## src/rtl/tx_enc_8b10b.sv

```systemverilog
// 8b/10b transmit encoder: byte/K in, 10-bit code group out, running disparity tracked across symbols.
// Optional TX_ENC_IDLE_INSERT_EN: empty output slots are filled with IDLE_K instead of dropping dout_valid.
module tx_enc_8b10b #(
  parameter logic [7:0] IDLE_K = 8'hBC
) (
  input  logic       clk,
  input  logic       rst,
  input  logic [7:0] din,
  input  logic       k_in,
  input  logic       din_valid,
  output logic       din_ready,
  output logic [9:0] dout,
  output logic       dout_valid,
  input  logic       dout_ready,
  output logic       rd_out,
  output logic       code_err
);

  function automatic logic k_legal(input logic [7:0] b);
    logic ok;
    case (b)
      8'h1C, 8'h3C, 8'h5C, 8'h7C, 8'h9C, 8'hBC, 8'hDC, 8'hFC,
      8'hF7, 8'hFB, 8'hFD, 8'hFE: ok = 1'b1;
      default:                    ok = 1'b0;
    endcase
    return ok;
  endfunction

  // Table entries are {complement-at-RD+, code at RD-}, code written a..i with a in the MSB.
  function automatic logic [6:0] tab6(input logic [4:0] x, input logic k);
    logic [6:0] t;
    if (k && (x == 5'd28)) begin
      t = {1'b1, 6'b001111};
    end else begin
      case (x)
        5'd0:  t = {1'b1, 6'b100111};
        5'd1:  t = {1'b1, 6'b011101};
        5'd2:  t = {1'b1, 6'b101101};
        5'd3:  t = {1'b0, 6'b110001};
        5'd4:  t = {1'b1, 6'b110101};
        5'd5:  t = {1'b0, 6'b101001};
        5'd6:  t = {1'b0, 6'b011001};
        5'd7:  t = {1'b1, 6'b111000};
        5'd8:  t = {1'b1, 6'b111001};
        5'd9:  t = {1'b0, 6'b100101};
        5'd10: t = {1'b0, 6'b010101};
        5'd11: t = {1'b0, 6'b110100};
        5'd12: t = {1'b0, 6'b001101};
        5'd13: t = {1'b0, 6'b101100};
        5'd14: t = {1'b0, 6'b011100};
        5'd15: t = {1'b1, 6'b010111};
        5'd16: t = {1'b1, 6'b011011};
        5'd17: t = {1'b0, 6'b100011};
        5'd18: t = {1'b0, 6'b010011};
        5'd19: t = {1'b0, 6'b110010};
        5'd20: t = {1'b0, 6'b001011};
        5'd21: t = {1'b0, 6'b101010};
        5'd22: t = {1'b0, 6'b011010};
        5'd23: t = {1'b1, 6'b111010};
        5'd24: t = {1'b1, 6'b110011};
        5'd25: t = {1'b0, 6'b100110};
        5'd26: t = {1'b0, 6'b010110};
        5'd27: t = {1'b1, 6'b110110};
        5'd28: t = {1'b0, 6'b001110};
        5'd29: t = {1'b1, 6'b101110};
        5'd30: t = {1'b1, 6'b011110};
        5'd31: t = {1'b1, 6'b101011};
        default: t = 7'd0;
      endcase
    end
    return t;
  endfunction

  function automatic logic [4:0] tab4(input logic [2:0] y, input logic k, input logic a7);
    logic [4:0] t;
    if (k) begin
      case (y)
        3'd0: t = {1'b1, 4'b1011};
        3'd1: t = {1'b1, 4'b0110};
        3'd2: t = {1'b1, 4'b1010};
        3'd3: t = {1'b1, 4'b1100};
        3'd4: t = {1'b1, 4'b1101};
        3'd5: t = {1'b1, 4'b0101};
        3'd6: t = {1'b1, 4'b1001};
        3'd7: t = {1'b1, 4'b0111};
        default: t = 5'd0;
      endcase
    end else begin
      case (y)
        3'd0: t = {1'b1, 4'b1011};
        3'd1: t = {1'b0, 4'b1001};
        3'd2: t = {1'b0, 4'b0101};
        3'd3: t = {1'b1, 4'b1100};
        3'd4: t = {1'b1, 4'b1101};
        3'd5: t = {1'b0, 4'b1010};
        3'd6: t = {1'b0, 4'b0110};
        3'd7: t = a7 ? {1'b1, 4'b0111} : {1'b1, 4'b1110};
        default: t = 5'd0;
      endcase
    end
    return t;
  endfunction

  function automatic logic [2:0] pop6(input logic [5:0] v);
    logic [2:0] n;
    n = 3'd0;
    for (int i = 0; i < 6; i++) begin
      n = n + {2'b00, v[i]};
    end
    return n;
  endfunction

  // Returns {rd_after, dout}; an unbalanced sub-block always flips RD.
  function automatic logic [10:0] encode(input logic [7:0] b, input logic k, input logic rd);
    logic [6:0] t6;
    logic [4:0] t4;
    logic [5:0] c6;
    logic [3:0] c4;
    logic       rd6;
    logic       rd4;
    logic       a7;
    t6  = tab6(b[4:0], k);
    c6  = (rd && t6[6]) ? ~t6[5:0] : t6[5:0];
    rd6 = (pop6(c6) == 3'd3) ? rd : ~rd;
    a7  = (~rd6 & ((b[4:0] == 5'd17) | (b[4:0] == 5'd18) | (b[4:0] == 5'd20))) |
          ( rd6 & ((b[4:0] == 5'd11) | (b[4:0] == 5'd13) | (b[4:0] == 5'd14)));
    t4  = tab4(b[7:5], k, a7);
    c4  = (rd6 && t4[4]) ? ~t4[3:0] : t4[3:0];
    rd4 = (pop6({2'b00, c4}) == 3'd2) ? rd6 : ~rd6;
    return {rd4, c4[0], c4[1], c4[2], c4[3], c6[0], c6[1], c6[2], c6[3], c6[4], c6[5]};
  endfunction

  logic [9:0]  dout_q, dout_d;
  logic        dout_valid_q, dout_valid_d;
  logic        rd_q, rd_d;
  logic        code_err_q, code_err_d;
  logic        advance;
  logic        accept;
  logic        illegal_k;
  logic [7:0]  sym_byte;
  logic [10:0] enc_data;
`ifdef TX_ENC_IDLE_INSERT_EN
  logic [10:0] enc_idle;
  assign enc_idle = encode(IDLE_K, 1'b1, rd_q);
`endif

  assign advance    = dout_ready | ~dout_valid_q;
  assign din_ready  = advance;
  assign accept     = din_valid & advance;
  assign illegal_k  = k_in & ~k_legal(din);
  assign sym_byte   = illegal_k ? IDLE_K : din;
  assign enc_data   = encode(sym_byte, k_in, rd_q);

  assign dout       = dout_q;
  assign dout_valid = dout_valid_q;
  assign rd_out     = rd_q;
  assign code_err   = code_err_q;

  // Next state of the output register and running disparity
  always_comb begin
    dout_d       = dout_q;
    dout_valid_d = dout_valid_q;
    rd_d         = rd_q;
    code_err_d   = code_err_q;
    if (accept) begin
      dout_d       = enc_data[9:0];
      rd_d         = enc_data[10];
      dout_valid_d = 1'b1;
      code_err_d   = illegal_k;
    end else if (advance) begin
`ifdef TX_ENC_IDLE_INSERT_EN
      dout_d       = enc_idle[9:0];
      rd_d         = enc_idle[10];
      dout_valid_d = 1'b1;
      code_err_d   = 1'b0;
`else
      dout_valid_d = 1'b0;
      code_err_d   = 1'b0;
`endif
    end else begin
      dout_valid_d = dout_valid_q;
    end
  end

  // Output register and RD state
  always_ff @(posedge clk or posedge rst) begin
    if (rst) begin
      dout_q       <= 10'h000;
      dout_valid_q <= 1'b0;
      rd_q         <= 1'b0;
      code_err_q   <= 1'b0;
    end else begin
      dout_q       <= dout_d;
      dout_valid_q <= dout_valid_d;
      rd_q         <= rd_d;
      code_err_q   <= code_err_d;
    end
  end

endmodule

```

## config.mk

```make
export PLATFORM = sky130hd
export DESIGN_NAME = tx_enc_8b10b
export DESIGN_NICKNAME = d
export VERILOG_FILES = /design/src/rtl/tx_enc_8b10b.sv
export SDC_FILE = /design/constraint.sdc
export NUM_CORES = 1
export LEC_CHECK = 0
export ABC_AREA = 1
export ABC_CLOCK_PERIOD_IN_PS = 13350
export BUFFER_PORTS_ARGS = -buffer_cell sky130_fd_sc_hd__buf_4
export CELL_PAD_IN_SITES_DETAIL_PLACEMENT = 1
export CELL_PAD_IN_SITES_GLOBAL_PLACEMENT = 1
export CORE_AREA = 3 3 62 76
export DETAILED_ROUTE_END_ITERATION = 10
export DIE_AREA = 0 0 65 79
export MAX_ROUTING_LAYER = met4
export PLACE_DENSITY = 0.91
export SYNTH_ARGS = -nofsm -noshare
export SYNTH_HDL_FRONTEND = slang
export SYNTH_SLANG_ARGS = --single-unit
```

## constraint.sdc

```tcl
create_clock -name clk -period 13.35 [get_ports clk]
set_input_delay 1.335 -clock clk [delete_from_list [all_inputs] [get_ports clk]]
set_output_delay 1.335 -clock clk [all_outputs]
set_load 0.05 [all_outputs]
```

**After elaboration in Yosys (flattened, before gate mapping)**

Memory sizes are Yosys's and may differ from the RTL's.
Index checks and enable logic that the tools add are counted.

- Muxes and demuxes: 13
- Add/sub/neg operators: 8
- Bitwise operators: 16
- Reductions and logical operators: 6
- Equal/unequal tests: 28

Operators with widths:

| cell | number |
|---|---|
| == test 8 bit (second input constant) | 8 |
| one-hot mux 5 bit (8 select lines) | 1 |
| == test 5 bit (second input constant) | 4 |
| == test 8 x 7 -> 1 bit (second input constant) | 2 |
| == test 5 x 4 -> 1 bit (second input constant) | 3 |
| adder 3 x 1 -> 3 bit | 4 |
| == test 3 x 2 -> 1 bit (second input constant) | 4 |
| == test 3 bit (second input constant) | 4 |
| OR reduction 12 bit | 1 |
| == test 8 x 5 -> 1 bit (second input constant) | 1 |
| == test 8 x 6 -> 1 bit (second input constant) | 1 |
| two-way mux 4 bit | 2 |
| two-way mux 8 bit | 1 |
| two-way mux 7 bit | 1 |
| adder 2 x 1 -> 3 bit | 2 |
| two-way mux 1 bit | 6 |
| two-way mux 6 bit | 1 |
| inverter 6 bit | 1 |
| bitwise OR 1 bit | 6 |
| two-way mux 5 bit | 1 |
| adder 1 x 1 -> 2 bit | 2 |
| AND 1 bit | 4 |
| inverter 1 bit | 4 |
| inverter 4 bit | 1 |
| other kinds (4) | 6 |

- Memories: 2
- Word-level logic and storage cells: 77
- Memory bits (read-only): 256
- Output and inout port bits: 14
- Flip-flop bits (word level): 13
- Bits of input ports: 13

Memories:

| name | depth | width | read ports | clocked after Yosys merged registers in | wr ports | RTL line | source |
|---|---|---|---|---|---|---|---|
| (no name shown) | 32 | 7 | 1 | 0 | 0 | 35 | `case (x)` |
| (no name shown) | 8 | 4 | 1 | 0 | 0 | 77 | `case (y)` |

**Depth between registers and ports, before layout**

Gate-level depths: netlist of run 1.

- Depth after elaboration: 31
- Mapped depth: 43

**Worst setup path after synthesis of run 1**

Ideal clock, no wire load.

- Kind: input -> register
- From: in din[2]
- To: reg rd_q, in the netlist rd_out
- Cell stages on the path: 36
- Arrival: 7.319 ns
- Setup slack: 5.899 ns
- Path through: buf_2 > nor2_2 > nor2_2 > nand3_2 > nand2_4 > buf_8 > buf_12 > nand2_1 > ha_1 > inv_1 > nand3_1 > nand2_1 > nand2_1 > nand3_1 > nand3_4 > nand2_4 > nand2_1 > nand2_1 > fa_1 > fa_1 > inv_1 > ha_1 > inv_1 > fa_1 > nand3b_1 > xor2_1 > o21ai_0 > inv_1 > nand3_1 > and2_1 > fa_1 > ha_1 > ha_1 > nor3b_1 > xor2_1 > o21ai_0

- Elaborated cells on any way between the ends: 65
- Those cells by class: add/sub: 8; eq/ne: 28; mux: 10; bitwise: 12; reduce/logical: 5; memory: 2

RTL lines:

| item | RTL line | source |
|---|---|---|
| start: declaration | 8 | `input logic [7:0] din,` |
| == test 8 x 5 -> 1 bit (tied with other cells) | 21 | `case (b)` |
| OR reduction 12 bit | 21 |  |
| two-way mux 1 bit | 21 |  |
| inverter 1 bit | 150 | `assign illegal_k = k_in & ~k_legal(din);` |
| AND 1 bit | 150 |  |
| two-way mux 8 bit * | 151 | `assign sym_byte = illegal_k ? IDLE_K : din;` |
| parallel branches: the longest is 19 deep, another holds memory read (32 x 7 bit) | n/a |  |
| two-way mux 4 bit * | 128 | `c4 = (rd6 && t4[4]) ? ~t4[3:0] : t4[3:0];` |
| via enc_data[6] | 141 | `logic [10:0] enc_data;` |
| adder 3 x 1 -> 3 bit * | 108 | `n = n + {2'b00, v[i]};` |
| == test 3 x 2 -> 1 bit * | 129 | `rd4 = (pop6({2'b00, c4}) == 3'd2) ? rd6 : ~rd6;` |
| two-way mux 1 bit * | 129 |  |
| end signal: assignment | 195 | `rd_q <= rd_d;` |
| end: declaration | 135 | `logic rd_q, rd_d;` |

Mark *: on every way through the listed nets, which the timed path passes.
A chain may end at the register's enable or synchronous reset.

**Worst setup path in the final report of run 1**

- From: in din[3]
- To: reg rd_q, in the netlist rd_out

Same word-level chain as after synthesis.

==> results of run 1 <==
-- layout make-up --
class	count	area (um2)	area share, %
timing repair buffer	26	195	9.88
clock buffer	4	45.0	2.28
multi-input combinational	214	1200	60.7
inverter	38	143	7.22
sequential	13	325	16.5
tap	54	67.6	3.42
-- flip-flops by register name, indices dropped and copies added, names as in the netlist --
signal / count
dout: 10
rd_out: 1
dout_valid: 1
code_err: 1
-- Yosys cell counts, drive strengths merged --
| master | number |
|---|---|
| and2 | 4 |
| o211ai | 3 |
| buf | 4 |
| xor2 | 3 |
| a21oi | 4 |
| nand2 | 105 |
| nand3b | 2 |
| clkbuf | 1 |
| nor3b | 1 |
| nand4 | 5 |
| nor2 | 13 |
| nand3 | 45 |
| o21ai | 10 |
| a31oi | 1 |
| dfrtp | 13 |
| clkinv | 2 |
| inv | 36 |
| fa | 4 |
| o221ai | 1 |
| ha | 13 |
-- power groups by stage --
stage / Combinational (mW) / Clock [mW] / Sequential (mW)
4_1_cts: 0.285 / 0.0347 / 0.0648
2_1_floorplan: 0.169 / 0 / 0.106
3_5_place_dp: 0.284 / 0 / 0.0652
5_1_grt: 0.320 / 0.0378 / 0.0664
3_3_place_gp: 0.263 / 0 / 0.0636
6_report: 0.278 / 0.0342 / 0.0645
-- routing by layer --
metal / vias up / GRT usage [%]
li1: 914 / -
met1: 809 / 22.7
met2: 40 / 38.1
met3: 6 / 1.56
met4: 0 / 7.19
met5: - / -
-- cell families (layout without fill, tap and decap cells) --
family,Yosys count,count (layout),share of synthesized area [%]
adders and majority gates,17,17,14.1
AOI/OAI and AO/OA,19,19,6.49
xor gates and xnor gates,3,3,1.97
and+or+nand+nor,175,175,47.3
buffers and inverters,43,68,11.2
DFF,13,13,19.0
-- path summary, 6_finish.rpt --
kind / from / to
max reg2reg: rd_out / rd_out
min reg2reg: dout[1] / dout[1]
max in group asynchronous: rst / dout[8]
max: din[3] / rd_out
min in group asynchronous: rst / dout[1]
min: dout[1] / dout[1]
-- critical path, delay by kind of cell --
kind	cells	cell delay (ps)
simple gates	18	2330
compound gates	2	410
xor+xnor	2	450
fa+ha+maj	8	2840
buf+inv	5	520
==> results.sh, run 1 <==
export IMPL_numCtsBuffers=3
export IMPL_synth_cell_type_count=31
export IMPL_regToRegSetupSlack_ps=7920
export IMPL_p_seq_share_pct=17.1
export IMPL_finalCritPeriodShare_pct=58.5
export IMPL_cts_max_level=1
export IMPL_rows=25
export IMPL_grt_overflow=0
export IMPL_ctsResizeCount=0
export IMPL_coreArea_mm2=0.00397
export IMPL_routed_wl_um=4540
export IMPL_skew_ps=2.36
export IMPL_p_leak_nw=1.15
export IMPL_cp_required_ps=13450
export IMPL_tightest_slew_ps=683
export IMPL_slowest_delay_ps=540
export IMPL_grt_pass1_wl_um=8290
export IMPL_finalCriticalPeriod_ps=7810
export IMPL_place_gp_congestion=0.887
export IMPL_vias=1769
export IMPL_wire_per_inst_um=13.0
export IMPL_peakVddDrop_mv=0.0681
export IMPL_maxCapViolCount=0
export IMPL_dr_wl_met3_um=174
export IMPL_postLayoutCellArea_mm2=0.00198
export IMPL_tritoncts="done"
export IMPL_via_per_inst=5.07
export IMPL_hp_class="reg2reg"
export IMPL_synth_area_mm2=0.00172
export IMPL_io_pins=27
export IMPL_ys_seq_area_share_pct=19.0
export IMPL_worst_path_most_repeated_cell="nand2_1"
export IMPL_power_density_mw_per_mm2=191
export IMPL_fin_setup_tns_ps=0
export IMPL_final_hold_violation_count=0
export IMPL_status="finished clean"
export IMPL_fin_util_pct=49.7
export IMPL_clock_path_buffers=2
export IMPL_ys_ff_latch=13
export IMPL_setup_viol=0
export IMPL_drt_iter0_drc=74
export IMPL_cellInternalPower_mw=0.179
export IMPL_end_kind="flip-flop"
export IMPL_final_common_cell="nand2_1"
export IMPL_fin_hold_ws_ps=485
export IMPL_p_comb_share_pct=73.8
export IMPL_syn_nets=300
export IMPL_dieArea_mm2=0.00514
export IMPL_grt_pass1_vias=1928
export IMPL_critPathSlowestCell="fa_1"
export IMPL_dp_hpwl_um=3820
export IMPL_synth_top_area_cell="nand2_1"
export IMPL_p_clk_share_pct=9.1
export IMPL_grt_usage_pct=20.5
export IMPL_cts_hold_buf=0
export IMPL_wl_met2_um=2350
export IMPL_postCtsSetupRepairBufs=0
export IMPL_whs_path_depth=2
export IMPL_relSlewSlack_pct=54.0
export IMPL_p_total_mw=0.377
export IMPL_first_pass_iters=4
export IMPL_cp_start_kind="input pin"
export IMPL_stdcell_count=349
export IMPL_dp_slack_ps=5220
export IMPL_highest_layer="met4"
export IMPL_cp_arrival_ps=7920
export IMPL_dp_cells=345
export IMPL_start_util_pct=43.2
export IMPL_synth_cells=270
export IMPL_diodes=0
export IMPL_switching_share_pct=52.5
export IMPL_setup_ws_ps=5540
export IMPL_placed_cell_area_mm2=0.00193
export IMPL_path_clk_slew_ps=50
export IMPL_grt_start_max_net_pins=25
export IMPL_drcViolationCount=0
export IMPL_drive_gt1_share_pct=15.9
export IMPL_n_fill_cell=572
export IMPL_fmax_mhz=128
export IMPL_critical_path_class="in2reg"
export IMPL_switchingPower_mw=0.198
export IMPL_ant_nets=0
export IMPL_ys_top_cells_by_area="nand2_1, dfrtp_1, nand3_1, ha_1, inv_1"
export IMPL_rsz0062_at_grt="no"
export IMPL_drt_met1_wl_um=1960
export IMPL_clock_latency_ps=240
export IMPL_die_h_um=79
export IMPL_crit_fanout=24
export IMPL_synth_warnings=0
export IMPL_synth_top_cell_area_share_pct=21.0
export IMPL_cts_root_buf="clkbuf_8"
export IMPL_synth_area_per_cell_um2=6.36
export IMPL_final_nets=326
export IMPL_mostFrequentLayoutCells="nand2_1, nand3_1, inv_1, buf_4"
export IMPL_maxSlewViolCount=0
export IMPL_area_growth_pct=15.1
export IMPL_port_buffers=26
export IMPL_r2r_cells=21
export IMPL_cts_sinks=13
export IMPL_die_x_um=65
export IMPL_antenna_found_initial=0
Power figures use the tool's default switching activity.
==> run 2: changes to the inputs <==
==> config.mk (replaced) <==
export PLATFORM = sky130hd
export DESIGN_NAME = tx_enc_8b10b
export DESIGN_NICKNAME = d
export VERILOG_FILES = /design/src/rtl/tx_enc_8b10b.sv
export SDC_FILE = /design/constraint.sdc
export NUM_CORES = 1
export LEC_CHECK = 0
export ABC_AREA = 1
export ABC_CLOCK_PERIOD_IN_PS = 7000
export BUFFER_PORTS_ARGS = -buffer_cell sky130_fd_sc_hd__buf_4
export CELL_PAD_IN_SITES_DETAIL_PLACEMENT = 1
export CELL_PAD_IN_SITES_GLOBAL_PLACEMENT = 1
export CORE_AREA = 3 3 68 82
export DETAILED_ROUTE_END_ITERATION = 10
export DIE_AREA = 0 0 71 85
export MAX_ROUTING_LAYER = met4
export PLACE_DENSITY = 0.82
export SYNTH_ARGS = -nofsm -noshare
export SYNTH_HDL_FRONTEND = slang
export SYNTH_SLANG_ARGS = --single-unit
==> constraint.sdc (replaced) <==
create_clock -name clk -period 7 [get_ports clk]
set_input_delay 0.7 -clock clk [delete_from_list [all_inputs] [get_ports clk]]
set_output_delay 0.7 -clock clk [all_outputs]
set_load 0.05 [all_outputs]
==> run 2 against run 1 <==
Net effect:
- non-clock buffer count is 11 higher
- core utilization shrank 5.8 points
- worst setup slack got worse by 5100 ps
- largest cell class unchanged
==> results.sh, run 2 (synthesis gave the netlist of run 1 again) <==
export IMPL_met1_usage_pct=19.2
export IMPL_critical_path_class="in2reg"
export IMPL_finalCriticalPeriod_ps=6610
export IMPL_worstPathBufferInverterCount=6
export IMPL_use_met3_pct=1.54
export IMPL_cts_max_level=1
export IMPL_fmax_mhz=151
export IMPL_largest_reg_flops=10
export IMPL_port_buffers=26
export IMPL_final_hold_violation_count=0
export IMPL_routed_wl_um=4810
export IMPL_grt_start_max_net_pins=16
export IMPL_grt_overflow=0
export IMPL_path_clk_slew_ps=50
export IMPL_end_kind="flip-flop"
export IMPL_worst_path_most_repeated_cell="nand2_1"
export IMPL_drive_gt1_share_pct=24.2
export IMPL_use_met2_pct=29.2
export IMPL_final_common_cell="nand2_1"
export IMPL_start_util_pct=35.0
export IMPL_first_pass_iters=4
export IMPL_diodes=0
export IMPL_p_leak_nw=1.21
export IMPL_clock_path_buffers=2
export IMPL_final_nets=337
export IMPL_finalCritPeriodShare_pct=94.4
export IMPL_ant_nets=0
export IMPL_cts_hold_buf=0
export IMPL_critPathSlowestCell="fa_1"
export IMPL_cp_start_kind="input pin"
export IMPL_cts_sinks=13
export IMPL_fin_util_pct=44.0
export IMPL_cp_required_ps=7100
export IMPL_grt_pass1_vias=1861
export IMPL_tightest_slew_ps=482
export IMPL_die_h_um=85
export IMPL_hp_class="in2async"
export IMPL_grt_pass1_wl_um=8020
export IMPL_antenna_found_initial=0
export IMPL_power_density_mw_per_mm2=392
export IMPL_maxSlewViolCount=0
export IMPL_die_x_um=71
export IMPL_rows=28
export IMPL_dp_hpwl_um=4030
export IMPL_vias=1808
export IMPL_slowest_delay_ps=540
export IMPL_io_pins=27
export IMPL_skew_ps=0.448
export IMPL_maxCapViolCount=0
export IMPL_dieArea_mm2=0.00604
export IMPL_relSlewSlack_pct=67.9
export IMPL_mostFrequentLayoutCells="nand2_1, nand3_1, buf_4, inv_1, dfrtp_1"
export IMPL_setup_viol=0
export IMPL_tritoncts="done"
export IMPL_drt_iter0_drc=59
export IMPL_p_total_mw=0.845
export IMPL_wire_per_inst_um=13.1
export IMPL_grt_usage_pct=16.6
export IMPL_peakVddDrop_mv=0.220
export IMPL_cts_root_buf="clkbuf_8"
export IMPL_area_growth_pct=25.6
export IMPL_via_per_inst=4.94
export IMPL_drcViolationCount=0
export IMPL_busiest_layer="met2"
export IMPL_numCtsBuffers=3
export IMPL_coreArea_mm2=0.00490
export IMPL_crit_family="adder cells"
export IMPL_status="finished clean"
export IMPL_crit_fanout=7
export IMPL_clock_latency_ps=240
export IMPL_cp_arrival_ps=6710
export IMPL_place_gp_congestion=0.887
## run 2: worst paths after layout
check	end	start	slack, ps	depth (start not counted)
max	rd_out	din[0]	390	39
max in group asynchronous	dout[7]	rst	6200	2
max reg2reg	rd_out	rd_out	1670	25
min reg2reg	dout[2]	dout[2]	480	2
min	dout[5]	rst	480	2
min in group clk	dout[2]	dout[2]	480	2
## run 2: metrics by stage
| step | instances | hold slack [ps] | TNS [ps] | instance area (um2) | worst slack, ps |
|---|---|---|---|---|---|
| floorplan | 270 | 577 | 0 | 1720 | 184 |
| global placement | 357 | 465 | 0 | 1980 | 65.4 |
| detailed placement | 357 | 469 | -119 | 1980 | -119 |
| CTS | 361 | 483 | 0 | 2030 | 137 |
| global route | 366 | 506 | -82.3 | 2160 | -82.3 |
| finish | 366 | 477 | 0 | 2160 | 390 |
## run 2: final cells by class
class / instances / area, um2
Clock buffer: 4 / 45.0
Fill cell: 652 / 2750
Inverter: 38 / 145
Multi-Input combinational cell: 214 / 1280
Sequential cell: 13 / 325
Tap cell: 60 / 75.1
Timing Repair Buffer: 37 / 282
## run 2: where the power goes
group | switching, mW | leakage (nW) | total, mW | internal [mW]
sequential | 0.0225 | 0.158 | 0.124 | 0.101
clock | 0.0248 | 0.0228 | 0.0649 | 0.0401
combinational | 0.371 | 1.03 | 0.656 | 0.285
total | 0.419 | 1.21 | 0.845 | 0.426
## run 2: metal layers
layer	share of wire, %	up-vias
met5	0	-
met3	3.0	11
li1	-	931
met1	42	832
met4	2.3	0
met2	53	34
## run 2: repair_timing
| item | 4_1_cts | 5_1_grt |
|---|---|---|
| setup endpoints to repair | 0 | 1 |
| resized for setup | 0 | 23 |
| buffers inserted | 0 | 5 |
==> run 3: changes to the inputs <==
==> config.mk (replaced) <==
export PLATFORM = sky130hd
export DESIGN_NAME = tx_enc_8b10b
export DESIGN_NICKNAME = d
export VERILOG_FILES = /design/src/rtl/tx_enc_8b10b.sv
export SDC_FILE = /design/constraint.sdc
export NUM_CORES = 1
export LEC_CHECK = 0
export ABC_CLOCK_PERIOD_IN_PS = 7200
export BUFFER_PORTS_ARGS = -buffer_cell sky130_fd_sc_hd__buf_4
export CELL_PAD_IN_SITES_DETAIL_PLACEMENT = 1
export CELL_PAD_IN_SITES_GLOBAL_PLACEMENT = 1
export CORE_AREA = 3 3 63 77
export DETAILED_ROUTE_END_ITERATION = 10
export DIE_AREA = 0 0 66 80
export PLACE_DENSITY = 0.85
export SYNTH_ARGS = -nofsm -noshare
export SYNTH_HDL_FRONTEND = slang
export SYNTH_SLANG_ARGS = --single-unit
==> constraint.sdc (replaced) <==
create_clock -name clk -period 7.2 [get_ports clk]
set_input_delay 0.72 -clock clk [delete_from_list [all_inputs] [get_ports clk]]
set_output_delay 0.72 -clock clk [all_outputs]
set_load 0.05 [all_outputs]
==> run 3 against run 2 <==
Net effect:
- the flow now finishes with violations (negative setup slack)
- core utilization up 17 points
- count of clock-buffer cells in the layout unchanged
- die area down 13%
- combinational power up 66%
- via count up 9.3%
- wire length up 35%
- clock skew up 6.3 ps
- cell area up 19%
- largest power group unchanged
==> results.sh, run 3 <==
export IMPL_grt_overflow=0
export IMPL_cts_hold_buf=0
export IMPL_dp_cells=316
export IMPL_rows=26
export IMPL_setup_ws_ps=-53.3
export IMPL_worst_path_most_repeated_cell="fa_1"
export IMPL_maxSlewViolCount=0
export IMPL_synth_area_per_cell_um2=8.09
export IMPL_peakVddDrop_mv=0.257
export IMPL_grt_pass1_wl_um=9400
export IMPL_ys_seq_area_share_pct=18.9
export IMPL_synth_flop_cell="dfrtp_1"
export IMPL_syn_nets=243
export IMPL_postLayoutCellArea_mm2=0.00256
export IMPL_grt_pass1_vias=1942
export IMPL_vias=1976
export IMPL_critPathSlowestCell="fa_1"
export IMPL_p_total_mw=1.29
export IMPL_first_pass_iters=4
export IMPL_fmax_mhz=138
export IMPL_synth_common_cells="nand2_1, nor2_1, dfrtp_1, ha_1, inv_1"
export IMPL_area_growth_pct=48.5
export IMPL_cp_arrival_ps=7360
export IMPL_antenna_found_initial=0
export IMPL_ant_nets=0
export IMPL_via_per_inst=5.93
export IMPL_maxCapViolCount=0
export IMPL_drcViolationCount=0
export IMPL_largest_reg_flops=10
export IMPL_status="finished with violations"
export IMPL_hp_class="reg2reg"
export IMPL_drive_gt1_share_pct=45.1
export IMPL_p_leak_nw=1.11
export IMPL_slowest_delay_ps=550
export IMPL_fin_util_pct=61.0
export IMPL_cp_start_kind="input pin"
export IMPL_relSlewSlack_pct=44.4
export IMPL_final_common_cell="buf_4"
export IMPL_port_buffers=26
export IMPL_violations="negative setup slack"
export IMPL_synth_top_cell_area_share_pct=18.9
export IMPL_place_gp_congestion=0.861
export IMPL_clock_latency_ps=240
export IMPL_dp_hpwl_um=4320
export IMPL_skew_ps=6.70
export IMPL_end_kind="flip-flop"
export IMPL_ys_ff_latch=13
export IMPL_synth_cell_type_count=56
export IMPL_tritoncts="done"
export IMPL_whs_path_depth=1
export IMPL_dieArea_mm2=0.00528
export IMPL_die_x_um=66
export IMPL_synth_cells=213
export IMPL_stdcell_count=333
export IMPL_yosysMostFrequentCell="nand2_1"
export IMPL_tightest_slew_ps=831
export IMPL_wire_per_inst_um=19.5
export IMPL_cts_root_buf="clkbuf_8"
export IMPL_rsz0062_at_grt="yes"
export IMPL_power_density_mw_per_mm2=502
export IMPL_grt_usage_pct=22.9
export IMPL_fin_hold_ws_ps=514
export IMPL_synth_edff_count=0
export IMPL_synth_area_mm2=0.00172
export IMPL_grt_start_max_net_pins=26
export IMPL_path_clk_slew_ps=60
export IMPL_start_util_pct=41.1
export IMPL_cts_max_level=1
export IMPL_r2r_cells=23
export IMPL_finalCriticalPeriod_ps=7250
export IMPL_critical_path_class="in2reg"
export IMPL_clock_path_buffers=2
export IMPL_coreArea_mm2=0.00420
export IMPL_setup_viol=1
export IMPL_placed_cell_area_mm2=0.00226
export IMPL_mostFrequentLayoutCells="buf_4, nand2_1, nor2_1, dfrtp_1"
export IMPL_diodes=0
export IMPL_routed_wl_um=6480
export IMPL_io_pins=27
export IMPL_drt_iter0_drc=89
export IMPL_numCtsBuffers=3
export IMPL_die_h_um=80
export IMPL_async_flop_share_pct=100
export IMPL_final_nets=308
export IMPL_final_hold_violation_count=0
export IMPL_cp_required_ps=7300
export IMPL_cts_sinks=13
export IMPL_synth_top_area_cell="dfrtp_1"
export IMPL_crit_fanout=4
export IMPL_ys_top_cells_by_area="dfrtp_1, ha_1, xnor2_1, fa_1, mux2_2"
export IMPL_synth_warnings=0
export IMPL_finalCritPeriodShare_pct=101
## run 3: changes by cell type after synthesis, moves of 5 or more
cell / previous run / this run
nor3_1: 0 / 7
nand2_1: 96 / 21
nor2_1: 11 / 18
a211oi_1: 0 / 5
nand3_1: 42 / 7
xnor2_1: 0 / 10
inv_1: 34 / 13
nand2_2: 6 / 0
mux2_2: 0 / 7
a21oi_1: 4 / 9
## run 3: layout make-up
| type | count | area (um2) |
|---|---|---|
| well taps | 56 | 70.1 |
| multi-input cells | 173 | 1510 |
| fillers | 497 | 1640 |
| inverters | 13 | 48.8 |
| flip-flops and latches | 13 | 325 |
| repair buffers | 74 | 567 |
| clock buffers | 4 | 45.0 |
## run 3: logic make-up after synthesis
family	after synthesis	synth area share (%)
flops	13	18.9
buf+inv	27	7.47
fa+ha+maj	17	14.1
xor+xnor	14	7.55
compound gates	67	29.1
simple gates	68	18.4
mux	7	4.57
## run 3: power by group
part / internal [mW] / switching (mW) / total, mW
logic: 0.526 / 0.569 / 1.09
registers: 0.102 / 0.0218 / 0.124
clock network: 0.0390 / 0.0267 / 0.0658
## run 3: what timing repair did
action / CTS / global route
resized for setup: 13 / 19
hold endpoints to repair: 0 / 0
buffers inserted: 6 / 7
setup endpoints to repair: 1 / 1
pin swaps: 20 / 25
## run 3: per-layer routing
metal	wire, um	vias to the layer above	global-route usage [%]
li1	-	903	-
met1	2490	1004	26.0
met2	3510	45	42.3
met3	167	24	2.11
met4	316	0	9.96
met5	0	-	0
## run 3: metrics by stage
step,setup WS [ps],setup TNS (ps)
2_1_floorplan,5.07,0
3_3_place_gp,-186,-186
3_5_place_dp,-515,-515
4_1_cts,36.4,0
5_1_grt,-237,-237
6_report,-53.3,-53.3
## run 3: worst max-delay path: cells and delay by family
family | cells | cell delay, ps
adder cells (fa/ha/maj) | 8 | 2810
AO/OA/AOI/OAI | 7 | 1320
AND/OR/NAND/NOR | 8 | 1160
XOR/XNOR | 4 | 770
multiplexers | 1 | 360
buffers and inverters | 3 | 200
## run 3: final timing paths
kind                       slack (ps)       to  startpoint
min                               510  dout[8]     dout[8]
min reg2reg                       510  dout[8]     dout[8]
max in group asynchronous        6340  dout[5]         rst
max reg2reg                      1340   rd_out      rd_out
min in group asynchronous         520  dout[7]         rst
max                               -50   rd_out      din[0]
